[src/rtl/xalu_muldiv_pkg.sv]
// xalu_muldiv_pkg: shared definitions for the xalu_muldiv register block.
//   - register offsets relative to BASE_ADDR
//   - STATUS bit positions
//   - CTRL opcode encodings
//   - iterative-core FSM state encoding
package xalu_muldiv_pkg;

    localparam logic [7:0] OFF_A0     = 8'd0;
    localparam logic [7:0] OFF_A1     = 8'd1;
    localparam logic [7:0] OFF_SHR    = 8'd2;
    localparam logic [7:0] OFF_SHL    = 8'd3;
    localparam logic [7:0] OFF_AND    = 8'd4;
    localparam logic [7:0] OFF_OR     = 8'd5;
    localparam logic [7:0] OFF_XOR    = 8'd6;
    localparam logic [7:0] OFF_NOT    = 8'd7;
    localparam logic [7:0] OFF_CTRL   = 8'd8;
    localparam logic [7:0] OFF_STATUS = 8'd9;
    localparam logic [7:0] OFF_RES_LO = 8'd10;
    localparam logic [7:0] OFF_RES_HI = 8'd11;
    localparam logic [7:0] NUM_REGS   = 8'd12;

    localparam int unsigned STAT_BUSY = 0;
    localparam int unsigned STAT_DONE = 1;
    localparam int unsigned STAT_DZ   = 2;

    localparam logic OP_MUL = 1'b0;
    localparam logic OP_DIV = 1'b1;

    typedef enum logic {
        StIdle = 1'b0,
        StRun  = 1'b1
    } state_e;

endpackage

[src/rtl/xalu_muldiv_core.sv]
// xalu_muldiv_core: iterative unsigned multiply / divide, one bit per cycle.
//   clk, rst    : clock, asynchronous active-high reset
//   start       : accepted only while idle; latches op, a, b
//   op          : 0 = shift-add MUL, 1 = restoring DIV
//   a, b        : operands
//   busy        : high while iterating
//   done, dz    : sticky completion / divide-by-zero flags, cleared by start
//   lo, hi      : MUL product halves or DIV quotient / remainder
module xalu_muldiv_core
    import xalu_muldiv_pkg::*;
#(
    parameter int unsigned DATA_WIDTH = 8
) (
    input  logic                  clk,
    input  logic                  rst,
    input  logic                  start,
    input  logic                  op,
    input  logic [DATA_WIDTH-1:0] a,
    input  logic [DATA_WIDTH-1:0] b,
    output logic                  busy,
    output logic                  done,
    output logic                  dz,
    output logic [DATA_WIDTH-1:0] lo,
    output logic [DATA_WIDTH-1:0] hi
);

    localparam int unsigned W     = DATA_WIDTH;
    localparam int unsigned CNT_W = $clog2(DATA_WIDTH);
    localparam logic [CNT_W-1:0] LAST = CNT_W'(DATA_WIDTH - 1);

    state_e           state;
    logic [CNT_W-1:0] count;
    logic             op_q;
    logic [W-1:0]     b_q;
    // MUL: {work_hi, work_lo} is the partial product with the unused multiplier
    // bits in the low half. DIV: work_hi is the remainder, work_lo shifts the
    // dividend out at the top and the quotient in at the bottom.
    logic [W-1:0]     work_hi;
    logic [W-1:0]     work_lo;
    logic [W-1:0]     next_hi;
    logic [W-1:0]     next_lo;
    logic [W-1:0]     mul_add;
    logic [W:0]       mul_sum;
    logic [W:0]       div_shift;
    logic [W:0]       div_diff;

    assign busy = (state == StRun);

    always_comb begin
        mul_add   = work_lo[0] ? b_q : '0;
        mul_sum   = {1'b0, work_hi} + {1'b0, mul_add};
        div_shift = {work_hi, work_lo[W-1]};
        div_diff  = div_shift - {1'b0, b_q};
        next_hi   = work_hi;
        next_lo   = work_lo;
        if (op_q == OP_MUL) begin
            next_hi = mul_sum[W:1];
            next_lo = {mul_sum[0], work_lo[W-1:1]};
        end else if (div_shift >= {1'b0, b_q}) begin
            next_hi = div_diff[W-1:0];
            next_lo = {work_lo[W-2:0], 1'b1};
        end else begin
            next_hi = div_shift[W-1:0];
            next_lo = {work_lo[W-2:0], 1'b0};
        end
    end

    always_ff @(posedge clk or posedge rst) begin
        if (rst) begin
            state   <= StIdle;
            count   <= '0;
            op_q    <= OP_MUL;
            b_q     <= '0;
            work_hi <= '0;
            work_lo <= '0;
            done    <= 1'b0;
            dz      <= 1'b0;
            lo      <= '0;
            hi      <= '0;
        end else begin
            case (state)
                StIdle: begin
                    if (start) begin
                        op_q    <= op;
                        b_q     <= b;
                        work_hi <= '0;
                        work_lo <= a;
                        count   <= '0;
                        done    <= 1'b0;
                        dz      <= 1'b0;
                        state   <= StRun;
                    end
                end
                StRun: begin
                    if (op_q == OP_DIV && b_q == '0) begin
                        // work_lo still holds the latched dividend here
                        lo    <= '1;
                        hi    <= work_lo;
                        done  <= 1'b1;
                        dz    <= 1'b1;
                        state <= StIdle;
                    end else begin
                        work_hi <= next_hi;
                        work_lo <= next_lo;
                        count   <= count + CNT_W'(1);
                        if (count == LAST) begin
                            lo    <= next_lo;
                            hi    <= next_hi;
                            done  <= 1'b1;
                            state <= StIdle;
                        end
                    end
                end
                default: state <= StIdle;
            endcase
        end
    end

endmodule

[src/rtl/xalu_muldiv.sv]
// xalu_muldiv: 12-entry register window with combinational shift/logic results
// and an iterative MUL/DIV unit.
//   clk, rst  : clock, asynchronous active-high reset
//   addr      : register address (window starts at BASE_ADDR)
//   write_en  : write strobe, sampled on rising clk
//   din       : write data
//   dout      : combinational read data for addr
module xalu_muldiv
    import xalu_muldiv_pkg::*;
#(
    parameter logic [7:0]  BASE_ADDR  = 8'h0F,
    parameter int unsigned DATA_WIDTH = 8
) (
    input  logic                  clk,
    input  logic                  rst,
    input  logic [7:0]            addr,
    input  logic                  write_en,
    input  logic [DATA_WIDTH-1:0] din,
    output logic [DATA_WIDTH-1:0] dout
);

    localparam int unsigned SH_W = $clog2(DATA_WIDTH);

    logic [DATA_WIDTH-1:0] a0;
    logic [DATA_WIDTH-1:0] a1;
    logic [7:0]            offset;
    logic                  in_win;
    logic                  start;
    logic                  busy;
    logic                  done;
    logic                  dz;
    logic [DATA_WIDTH-1:0] res_lo;
    logic [DATA_WIDTH-1:0] res_hi;
    logic [SH_W-1:0]       shamt;

    // Addresses below BASE_ADDR wrap to large offsets and fall outside the window.
    assign offset = addr - BASE_ADDR;
    assign in_win = (offset < NUM_REGS);
    assign start  = write_en && in_win && (offset == OFF_CTRL) && !busy;
    assign shamt  = a1[SH_W-1:0];

    always_ff @(posedge clk or posedge rst) begin
        if (rst) begin
            a0 <= '0;
            a1 <= '0;
        end else if (write_en && in_win) begin
            if (offset == OFF_A0) a0 <= din;
            if (offset == OFF_A1) a1 <= din;
        end
    end

    xalu_muldiv_core #(
        .DATA_WIDTH (DATA_WIDTH)
    ) u_core (
        .clk   (clk),
        .rst   (rst),
        .start (start),
        .op    (din[0]),
        .a     (a0),
        .b     (a1),
        .busy  (busy),
        .done  (done),
        .dz    (dz),
        .lo    (res_lo),
        .hi    (res_hi)
    );

    always_comb begin
        dout = '0;
        if (in_win) begin
            case (offset)
                OFF_A0:     dout = a0;
                OFF_A1:     dout = a1;
                OFF_SHR:    dout = a0 >> shamt;
                OFF_SHL:    dout = a0 << shamt;
                OFF_AND:    dout = a0 & a1;
                OFF_OR:     dout = a0 | a1;
                OFF_XOR:    dout = a0 ^ a1;
                OFF_NOT:    dout = ~a0;
                OFF_STATUS: begin
                    dout[STAT_BUSY] = busy;
                    dout[STAT_DONE] = done;
                    dout[STAT_DZ]   = dz;
                end
                OFF_RES_LO: dout = res_lo;
                OFF_RES_HI: dout = res_hi;
                default:    dout = '0;
            endcase
        end
    end

endmodule
[config.mk]
export PLATFORM = sky130hd
export DESIGN_NAME = xalu_muldiv
export DESIGN_NICKNAME = d
export VERILOG_FILES = /design/src/rtl/xalu_muldiv_pkg.sv /design/src/rtl/xalu_muldiv_core.sv /design/src/rtl/xalu_muldiv.sv
export SDC_FILE = /design/constraint.sdc
export NUM_CORES = 1
export LEC_CHECK = 0
export CAP_MARGIN = 30
export CORE_ASPECT_RATIO = 0.75
export CORE_MARGIN = 1
export CORE_UTILIZATION = 45
export CTS_CLUSTER_DIAMETER = 120
export DETAILED_ROUTE_END_ITERATION = 10
export PLACE_DENSITY = 0.69
export SLEW_MARGIN = 10
export SYNTH_ARGS = -nofsm -noshare
export SYNTH_HDL_FRONTEND = slang
export SYNTH_HIERARCHICAL = 1
export SYNTH_SLANG_ARGS = --single-unit
[constraint.sdc]
create_clock -name clk -period 2.6 [get_ports clk]
set_input_delay 0.26 -clock clk [delete_from_list [all_inputs] [get_ports clk]]
set_output_delay 0.26 -clock clk [all_outputs]
set_load 0.005 [all_outputs]
# Word-level counts from Yosys, hierarchy flattened
# Cells that the tools add are included.
# classes
n_shift,2
n_reduce_logical,15
div_mod_pow,0
n_lt_le_gt_ge,2
mul,0
mux,31
addsub,4
n_eq_ne,16
bitwise,5
# op_table
op,count
2-to-1 mux 8 bit,13
case mux 5 bit (10 select lines),1
case mux 3 bit (11 select lines),1
== test 8 x 3 -> 1 bit (second input constant),4
== test 8 x 4 -> 1 bit (second input constant),4
case mux 8 bit (2 select lines),2
== test 8 x 2 -> 1 bit (second input constant),2
zero test 8 bit,2
AND reduction 2 bit,7
adder 8 x 8 -> 9 bit,1
greater-or-equal comparator 9 x 8 -> 1 bit,1
bitwise AND 8 bit,1
== test 8 x 1 -> 1 bit (second input constant),1
less-than comparator 8 x 4 -> 1 bit (second input constant),1
2-to-1 mux 1 bit,8
NOT 8 bit,1
OR 8 bit,1
<< shifter 8 x 3 -> 8 bit,1
right shift 8 x 3 -> 8 bit,1
subtractor 8 x 4 -> 8 bit (second input constant),1
subtractor 8 bit,1
XOR 8 bit,1
2-to-1 mux 3 bit,2
inequality test 2 bit (second input constant),3
other kinds (9),14
# totals
n_memories,0
output_inout_bits,8
wordCells,87
input_bits,19
latchBits,0
regBits,63
rom_bits,0
ram_bits,0

# Logic depth before layout (Yosys ltp)
# Gate-level depths: netlist of the first run.
# logic_depth
depth_word,7
depth_mapped,11
ltp_nobuf,10

# Modules after synthesis
# The synthesis of the first run kept the hierarchy.
# modules_own_cells
module,seq_area_each_um2,cells_per_inst,area_per_inst_um2,instances
xalu_muldiv_core,1176.1,352,3019.1,1
xalu_muldiv,400.4,270,2309.7,1

# Worst setup path after synthesis of the first run
# No wires, ideal clock.
# synth_timing
path_kind,register to register
start,reg u_core.work_lo[0]
end,reg u_core.hi[5]
setup_slack_ns,0.187
path_stages_with_launch,12
setup_ns,0.083
t_arrival_ns,2.331
t_required_ns,2.517
period_less_slack_ns,2.413
n_path_buf,1
path_cell_list,dfrtp_1 -> clkbuf_1 -> and2_1 -> ha_1 -> inv_1 -> fa_1 -> nor2b_1 -> o31ai_2 -> mux2i_1 -> a2111oi_0 -> nand3_1 -> o21ai_0
# synth_between
elab_chain_len,5
# synth_lines
element,line_no,text
start: declaration,xalu_muldiv_core.sv:39,logic [W-1:0] work_lo;
start signal: assignment,xalu_muldiv_core.sv:104,work_lo <= next_lo;
2-to-1 mux 8 bit,xalu_muldiv_core.sv:50,mul_add = work_lo[0] ? b_q : '0;
adder 8 x 8 -> 9 bit,xalu_muldiv_core.sv:51,"mul_sum = {1'b0, work_hi} + {1'b0, mul_add};"
2-to-1 mux 8 bit,xalu_muldiv_core.sv:56,if (op_q == OP_MUL) begin
2-to-1 mux 8 bit,xalu_muldiv_core.sv:106,if (count == LAST) begin
2-to-1 mux 8 bit,xalu_muldiv_core.sv:95,if (op_q == OP_DIV && b_q == '0) begin
end signal: assignment,xalu_muldiv_core.sv:98,hi <= work_lo;
end signal: assignment,xalu_muldiv_core.sv:108,hi <= next_hi;
end: declaration,xalu_muldiv_core.sv:24,output logic [DATA_WIDTH-1:0] hi
# No other way between the ends. The select of a mux whose other input is x is not followed.
# A chain may end at the register's enable or synchronous reset.

# Worst setup path after layout of the first run
# layout_timing
start,reg u_core.b_q[1]
end,reg u_core.work_hi[1]
# layout_between
elab_chain_len,5
elab_cells_between_ends,12
classes_between,2 x add/sub; 1 x order compare; 1 x eq/ne; 5 x mux; 3 x reduce/logical
# layout_lines
element,line_no,text
start: declaration,xalu_muldiv_core.sv:34,logic [W-1:0] b_q;
start signal: assignment,xalu_muldiv_core.sv:73,b_q <= '0;
start signal: assignment,xalu_muldiv_core.sv:85,b_q <= b;
2-to-1 mux 8 bit (tied with other cells),xalu_muldiv_core.sv:50,
adder 8 x 8 -> 9 bit or 2-to-1 mux 8 bit (tied branches),"xalu_muldiv_core.sv:51, xalu_muldiv_core.sv:59",
2-to-1 mux 8 bit,xalu_muldiv_core.sv:56,
2-to-1 mux 8 bit,xalu_muldiv_core.sv:95,
case mux 8 bit (2 select lines),xalu_muldiv_core.sv:81,case (state)
end signal: assignment,xalu_muldiv_core.sv:103,work_hi <= next_hi;
end: declaration,xalu_muldiv_core.sv:38,logic [W-1:0] work_hi;
# Parallel ways exist; a longest one is shown, timed or not. The select of a mux whose other input is x is not followed.

==> impl.org, run 1 <==
** Status
- The run finished with clean final reports.

** Place
- Placer congestion estimate :: 0.9731
- IO Port Bufs :: 26
- Post-detailed-placement half-perimeter wirelength :: around 16,000 um
- Place WS :: -323.9 ps
- Placed inst area :: 6526 um^2

** Synthesis
- Total number of yosys warnings :: 6
- Cell count after synthesis :: 622
- Counting flops with a built-in enable in the synthesized netlist gives 0.
- By area the synthesized netlist is led by dfrtp_1 30%, ha_1 8.2%, o21ai_0 5.1%.
- Number of register bits inferred by synthesis :: between 60 and 70
- Sequential area share after synthesis :: between 20% and 30%
- Mean instance size in the synthesized netlist :: ~8.6 um^2
- After synthesis, the largest area contributor takes up between 20 and 30% of total cell area.
- Share of flip-flops with an asynchronous set or reset after synthesis :: 100.0%
- Synthesized cell area :: ~5300 um^2
- The number of nets handed over by synthesis was slightly below 700.
- Top flip-flop cell by instance count after synthesis :: dfrtp_1
- dfrtp_1 takes more of the synthesized area than any other cell.
- Distinct cell type count of the synthesized netlist :: between 70 and 80

** Worst setup path
- At the worst endpoint, the arrival time is around 2800 ps.
- The worst setup path is of the reg2reg kind.
- CP Data Required Time :: about 2800 ps
- Launching element type of the critical path :: flop
- Number of cells on the worst reg-to-reg path :: 9
- The setup check on the worst reg-to-reg path leaves a slack of 30 ps.
- Along the worst path, the maximum fanout reaches 6.
- The endpoint identified for the worst register-to-register timing path is u_core/work_hi[1]$_DFFE_PP0P_.
- Delay of the slowest cell on the worst path :: between 300 and 400 ps
- Walking the worst path, the cells encountered are inv_1, ha_1, nor2b_1, o21ai_0, a21boi_2, buf_4, or2_4, o211a_1, o31ai_1.
- Type of element capturing the critical path :: flop
- Critical register-to-register path startpoint :: u_core/b_q[1]$_DFFE_PP0P_
- Critical Path Slowest Stage Cell :: o21ai_0

** Timing
- The final count of pins violating max slew was 0.
- Final worst path period need :: approximately 2600 ps
- Number of endpoints with negative hold slack in the final report :: 0
- In this run the tightest slew margin relative to its limit is roughly 55%.
- Maximum operating frequency :: slightly below 400 MHz
- # setup viols final :: 0
- Worst hold slack :: approximately 280 ps
- Clock Skew :: about 7.8 ps
- Final worst setup slack :: a little over 30 ps
- Final period util :: between 90 and 100%
- For the pin with the worst max-slew slack, the measured transition is 670.9 ps.

** Floorplanning
- Die Footprint :: around 12,000 um^2
- Standard-cell row count :: 34
- From bottom edge to top edge, the die measures roughly 96 um.
- Area of the core region :: 11,570 um^2
- In this run the count of I/O pins placed on the die edge is 27.
- The initial utilization of the core area, before any placement, comes to a little under half.
- The floorplan step set the die width to 127.7 um.

** Global routing
- In the global route stage, overall resource usage came out at between 30 and 40%.
- The number of antenna violations at the first check in global routing is 0.
- Overflow after GRT :: 0
- Entering global routing, the biggest net connects 30 pins.
- The first global-routing pass estimated ~31,000 um of wire.
- Vias in the first global route :: between 5,000 and 6,000

** Finish
- Final Util :: 61.97%
- The repair_antennas step left the layout with diodes totalling 0.
- Nets :: 809
- Fill count :: between 1,000 and 1,500
- Sequential cell area :: ~1600 um^2
- After routing the design area is 7171 um^2.
- Fraction of final layout cells with drive strength greater than 1 :: a little under a third
- Summing all multi-input logic gate instances after layout gives between 3000 and 4000 um^2.
- Compared with the post-synthesis result, the final layout area differs by 34.56%.

** Routing
- Average wire per cell in the routed design :: between 20 and 25 um
- Total wire length after detailed routing :: 20,340 um
- Violation count after the first detailed-route iteration :: 694
- Remaining DRCs :: 0
- Once detail routing completed, the nets flagged for antenna violations numbered 0.
- Via-per-instance ratio :: about 6.2
- Before antenna repair, the detailed router went through 5 iterations.
- Total via count in the routed design :: 5,658

** Clock network
- TritonCTS built the clock tree.
- Worst skew pair latency :: between 300 and 400 ps
- Clock-pin slew was measured on the worst setup and hold paths at around 60 ps.
- Maximum clock insertion buffer count :: 2
- CTS built an H-tree with a depth of 3.
- In this run, post-CTS hold repair placed 0 buffers.
- CTS placed an instance of clkbuf_16 at the clock tree root.
- For this design, the sink count on the clock tree is 63.
- Number of buffers inserted during clock tree synthesis :: 9

** Power and ir drop
- Power Density :: between 600 and 700 nW/um^2
- Leakage :: ~3.3 nW
- Max IR drop VDD :: 468.2 uV

** Min path
- The tightest min-delay check is of the in2async type.

** Run
- Max capacitance violation total :: 0
==> worst max-delay path, delay by kind of cell (launching register included) <==
| family | cells | cell delay [ps] |
|---|---|---|
| buffers and inverters | 2 | 250 |
| adder cells (fa/ha/maj) | 1 | 330 |
| AO/OA/AOI/OAI | 4 | 1100 |
| AND/OR/NAND/NOR | 2 | 420 |
| flip-flops | 1 | 370 |
==> sequential cells by signal, indices dropped and copies added (netlist names) <==
| signal | cells |
|---|---|
| u_core/dz | 1 |
| u_core/busy | 1 |
| u_core/lo | 8 |
| a1 | 8 |
| u_core/b_q | 8 |
| a0 | 8 |
| u_core/count | 3 |
| u_core/done | 1 |
| u_core/work_hi | 8 |
| u_core/hi | 8 |
| u_core/work_lo | 8 |
| u_core/op_q | 1 |
==> what timing repair did <==
action / CTS / global route
endpoints found under the setup margin: 10 / 21
buffers inserted: 14 / 6
gates resized for setup: 53 / 30
pin swaps: 5 / 6
==> cells in the mapped netlist (all sizes together), types with 4 or more instances <==
cell    instances
nor4            4
nand4          12
nor2b          12
xnor2           6
nor3            7
o21ai          54
or3             4
mux2i          16
ha             35
nand2          66
a31oi          14
mux4            9
and4            4
nand3          25
and2            9
clkbuf         25
nor2           41
nand2b          4
inv            38
a21oi          37
o31ai           7
o211ai          6
buf            16
dfrtp          63
and3           14
a22oi           6
a32oi           6
mux2           19
==> per-layer routing <==
layer | global-route usage (%) | wire length [um]
met3 | 8.727 | 2156
met2 | 50.27 | 8360
met4 | 6.961 | 312
met1 | 51.30 | 9509
met5 | 0 | 0
==> worst max-delay path by stage <==
stage,startpoint,to,slack [ps],depth (start not counted)
floorplan,u_core/work_lo[0]$_DFFE_PP0P_,u_core/hi[5]$_DFFE_PP0P_,190,11
global placement,addr[5],dout[2],-350,9
detailed placement,addr[5],dout[4],-320,8
CTS,a0[1]$_DFFE_PP0P_,dout[7],-8,6
global route,u_core/b_q[3]$_DFFE_PP0P_,u_core/work_hi[1]$_DFFE_PP0P_,-20,9
finish,u_core/b_q[1]$_DFFE_PP0P_,u_core/work_hi[1]$_DFFE_PP0P_,30,9
==> kinds of logic (layout without fill, tap and decap cells) <==
kind of cell | Yosys count | count (layout) | synth area share (%)
multiplexers | 44 | 44 | 10.82
XOR/XNOR | 8 | 8 | 1.456
AO/OA/AOI/OAI | 170 | 170 | 21.04
flip-flops | 63 | 63 | 29.58
AND/OR/NAND/NOR | 221 | 221 | 22.09
buffers and inverters | 79 | 215 | 6.034
adder cells (fa/ha/maj) | 37 | 37 | 8.969
==> per-stage QoR <==
step | setup TNS (ps) | cells | total power [mW]
after floorplan | 0 | 622 | 2.615
after global placement | -2394 | 884 | 3.244
after detailed placement | -2362 | 884 | 3.324
after CTS | -8.683 | 914 | 4.717
after global routing | -38.45 | 920 | 5.071
final | 0 | 920 | 4.815
==> report_power, final <==
| group | total (mW) | switching, mW | internal, mW |
|---|---|---|---|
| Clock | 1.34 | 0.484 | 0.851 |
| Combinational | 1.94 | 1.08 | 0.859 |
| Sequential | 1.54 | 0.304 | 1.23 |
| Total | 4.82 | 1.87 | 2.94 |
==> layout make-up <==
type / instances / share of cell area [%]
timing repair buffer: 161 / 18.69
clock buffer: 9 / 3.141
clock inverter: 7 / 1.448
sequential: 63 / 22.07
inverter: 38 / 1.989
multi-input combinational: 480 / 49.83
tap: 162 / 2.827
==> cells in the final DEF, fill, tap and decap left out, types with 12 or more instances in the layout <==
master and instances:
mux2_2 19, a21oi_1 35, nand3_1 22, nor2_1 35, inv_1 33, mux2i_1 15, ha_1 33, a31oi_1 14
dfrtp_1 58, nand2_1 64, and3_1 12, o21ai_0 48, buf_4 125
Note: power is estimated with default switching activity, not from simulation.
==> run 2, diff against run 1 <==
--- a/config.mk
+++ b/config.mk
@@ -8,7 +8,8 @@
 export CAP_MARGIN = 30
 export CORE_ASPECT_RATIO = 0.75
-export CORE_MARGIN = 1
+export CORE_MARGIN = 2
 export CORE_UTILIZATION = 45
 export CTS_CLUSTER_DIAMETER = 120
+export CTS_CLUSTER_SIZE = 8
 export DETAILED_ROUTE_END_ITERATION = 10
 export PLACE_DENSITY = 0.69
==> constraint.sdc (replaced) <==
create_clock -name clk -period 2.6 [get_ports clk]
set_input_delay 0.26 -clock clk [delete_from_list [all_inputs] [get_ports clk]]
set_output_delay 0.26 -clock clk [all_outputs]
set_load 0.01 [all_outputs]
==> impl.org, run 2 (synthesis results as in run 1) <==
** Worst setup path
- Critical Path AT :: 2250 ps
- The largest individual stage delay along the critical path comes from the cell or4b_4.
- The startpoint identified for the worst register-to-register timing path is u_core/b_q[2]$_DFFE_PP0P_.
- Traced cell by cell, the critical path runs through clkdlybuf4s50_1, or4b_4, buf_4, nor2_4, buf_4, and3_1, a21oi_1, nand3_1, dlygate4sd2_1.
- CP Data Required Time :: ~2300 ps
- Launching element type of the critical path :: input port
- Start point of the critical path :: addr[7]
- Delay of the slowest cell on the worst path :: 600 ps
- Type of element capturing the critical path :: output pin
- In this run the worst path has a maximum fanout of 4.
- Counting cells, the worst reg-to-reg path comes to 8.
- The worst setup path is of the in2out kind.
- Cell mode on critical path :: buf_4

** Global routing
- For this run the aggregate overflow at the end of global routing stands at 0.
- Initial antenna violation count :: 0
- Vias in the first global route :: 5,310
- In the global route stage, overall resource usage came out at a little under a third.
- Largest net degree at the start of global routing :: 48
- The first global-routing pass estimated a little over 30,000 um of wire.

** Finish
- Fill count :: a little over 1,000
- From synthesis to final layout, the design area changed by 30.90%.
- Post-layout instance count excluding filler cells :: around 900
- Most frequent standard cell in the layout excluding fill and tap cells :: buf_4
- Registers take around 1600 um^2.
- Cell area after layout :: ~7000 um^2
- Fraction of final layout cells with drive strength greater than 1 :: about 28%
- N_diodes :: 0
- Nets :: slightly below 800
- The top cell types in the final layout, fill and taps aside, are 113 x buf_4, 65 x nand2_1, 57 x dfrtp_1.
- Measured on the finished design, the core utilization comes to 60.28%.
- Combined area of the multi-input logic cells :: 3498 um^2

** Timing
- At the pin with the least slew margin, the transition time is 593.9 ps.
- Final-layout setup total negative slack :: 0 ps
- # setup viols final :: 0
- Final period util :: between 90 and 100%
- The final count of pins violating max slew was 0.
- Timing would allow up to around 400 MHz.
- Headroom to the max-slew limit came out at between 60% and 70%.
- Final worst path period need :: between 2000 and 3000 ps
- On the final layout, the worst clock skew is 5.786 ps.
- Worst hold slack :: approximately 340 ps
- The final hold violation count came to 0.

** Floorplanning
- The total area inside the core boundary comes to ~12,000 um^2.
- Die Ht :: approximately 98 um
- The initial utilization of the core area, before any placement, comes to between 40 and 50%.
- Pin placement for this block handled 27 I/O pins.
- Measured along the x axis, the die boundary spans 129.7 um.
- The die covers approximately 13,000 um^2.
- Standard-cell row count :: 34

** Routing
- The first detailed-routing pass ran for 5 iterations.
- After detailed routing, the number of vias per cell comes to slightly above 6.
- For this block, the initial DRC count from the detailed router was approximately 760.
- The detail route stage leaves a number of antenna-violating nets equal to 0.
- Average wire per cell in the routed design :: about 21 um
- Total wire length after detailed routing :: just under 20,000 um
- Total via count in the routed design :: between 5,000 and 6,000
- Remaining DRCs :: 0

** Place
- Buffers placed on the I/O ports in this run total 26.
- Placed inst area :: between 6000 and 7000 um^2
- Counting tap cells, the placed design contains a total of around 900 instances.
- Summed over all nets, the half-perimeter wirelength after detailed placement is about 15,000 um.
- Placer congestion estimate :: roughly 1.1

** Clock network
- In this run the deepest clock path goes through 2 buffers.
- At the later pin of the worst-skew pair, clock insertion delay measures 330 ps.
- TritonCTS clock tree :: yes
- The clock drives between 60 and 70 sinks.
- The H-tree generated during clock tree synthesis spans 3 levels.
- Clock tree synthesis selected as its root buffer the cell clkbuf_16.
- Buffers inserted during clock tree synthesis total 9.
- After clock tree synthesis, the clock-pin slew on the worst setup and hold paths is ~60 ps.

** Run
- Max capacitance violation total :: 0

** Min path
- The tightest min-delay check is of the in2async type.

** Status
- Result of the run :: finished, final reports clean

** Power and ir drop
- Max IR drop VDD :: roughly 500 uV
- Leakage :: roughly 3.2 nW
- Dividing total power by cell area gives a power density of between 600 and 700 nW/um^2.
==> run 2: cell count changes in the layout (fill, tap and decap cells not counted), sizes merged, moves of 3 or more <==
cell / delta
buf: -17
clkdlybuf4s50: +5
dlygate4sd2: -3
dlymetal6s2s: -3
==> run 2: where the power goes <==
| part | internal, mW | switching (mW) |
|---|---|---|
| Clock | 0.969 | 0.462 |
| Sequential | 1.24 | 0.291 |
| Combinational | 0.808 | 1.04 |
| Total | 3.01 | 1.79 |
==> run 2: final timing paths <==
| path | to | slack [ps] |
|---|---|---|
| worst max-delay path | dout[3] | 90 |
| worst min-delay path | a1[6]$_DFFE_PP0P_ | 340 |
| worst max register to register | u_core/work_hi[1]$_DFFE_PP0P_ | 100 |
| worst min register to register | u_core/done$_DFFE_PP0P_ | 480 |
| max in group asynchronous | u_core/work_hi[0]$_DFFE_PP0P_ | 1750 |
| min in group clk | u_core/done$_DFFE_PP0P_ | 480 |
==> run 2: final cells by class <==
cell class / count / area share [%]
Clock buffer: 10 / 3.426
Sequential cell: 63 / 22.71
Multi-Input combinational cell: 480 / 50.15
Tap cell: 162 / 2.906
Timing Repair Buffer: 144 / 17.11
Clock inverter: 6 / 1.650
Inverter: 38 / 2.045
==> run 2: what timing repair did <==
action / in CTS / in global routing
hold buffers: 0 / 0
setup endpoints to repair: 9 / 12
resized for setup: 29 / 17
cloned: 1 / 0
pin swaps: 3 / 6
setup buffers: 4 / 2
==> run 2: worst max-delay path: cells and delay by family <==
| kind | cells | cell delay, ps |
|---|---|---|
| AND/OR/NAND/NOR | 4 | 910 |
| AO/OA/AOI/OAI | 1 | 40 |
| buffers and inverters | 4 | 1030 |
==> run 2: through the flow <==
| step | setup WS [ps] | power (mW) |
|---|---|---|
| global route | -7.413 | 5.082 |
| global placement | -321.6 | 3.228 |
| floorplan | 186.7 | 2.616 |
| CTS | -3.105 | 4.738 |
| finish | 92.31 | 4.802 |
| detailed placement | -297.0 | 3.278 |
==> run 2: per-layer routing <==
metal / GRT usage, % / wire length [um] / vias up
met5: 0 / 0 / -
met1: 47.92 / 8814 / 2651
li1: - / - / 2509
met3: 9.096 / 2306 / 33
met2: 43.54 / 7803 / 304
met4: 6.452 / 322 / 0
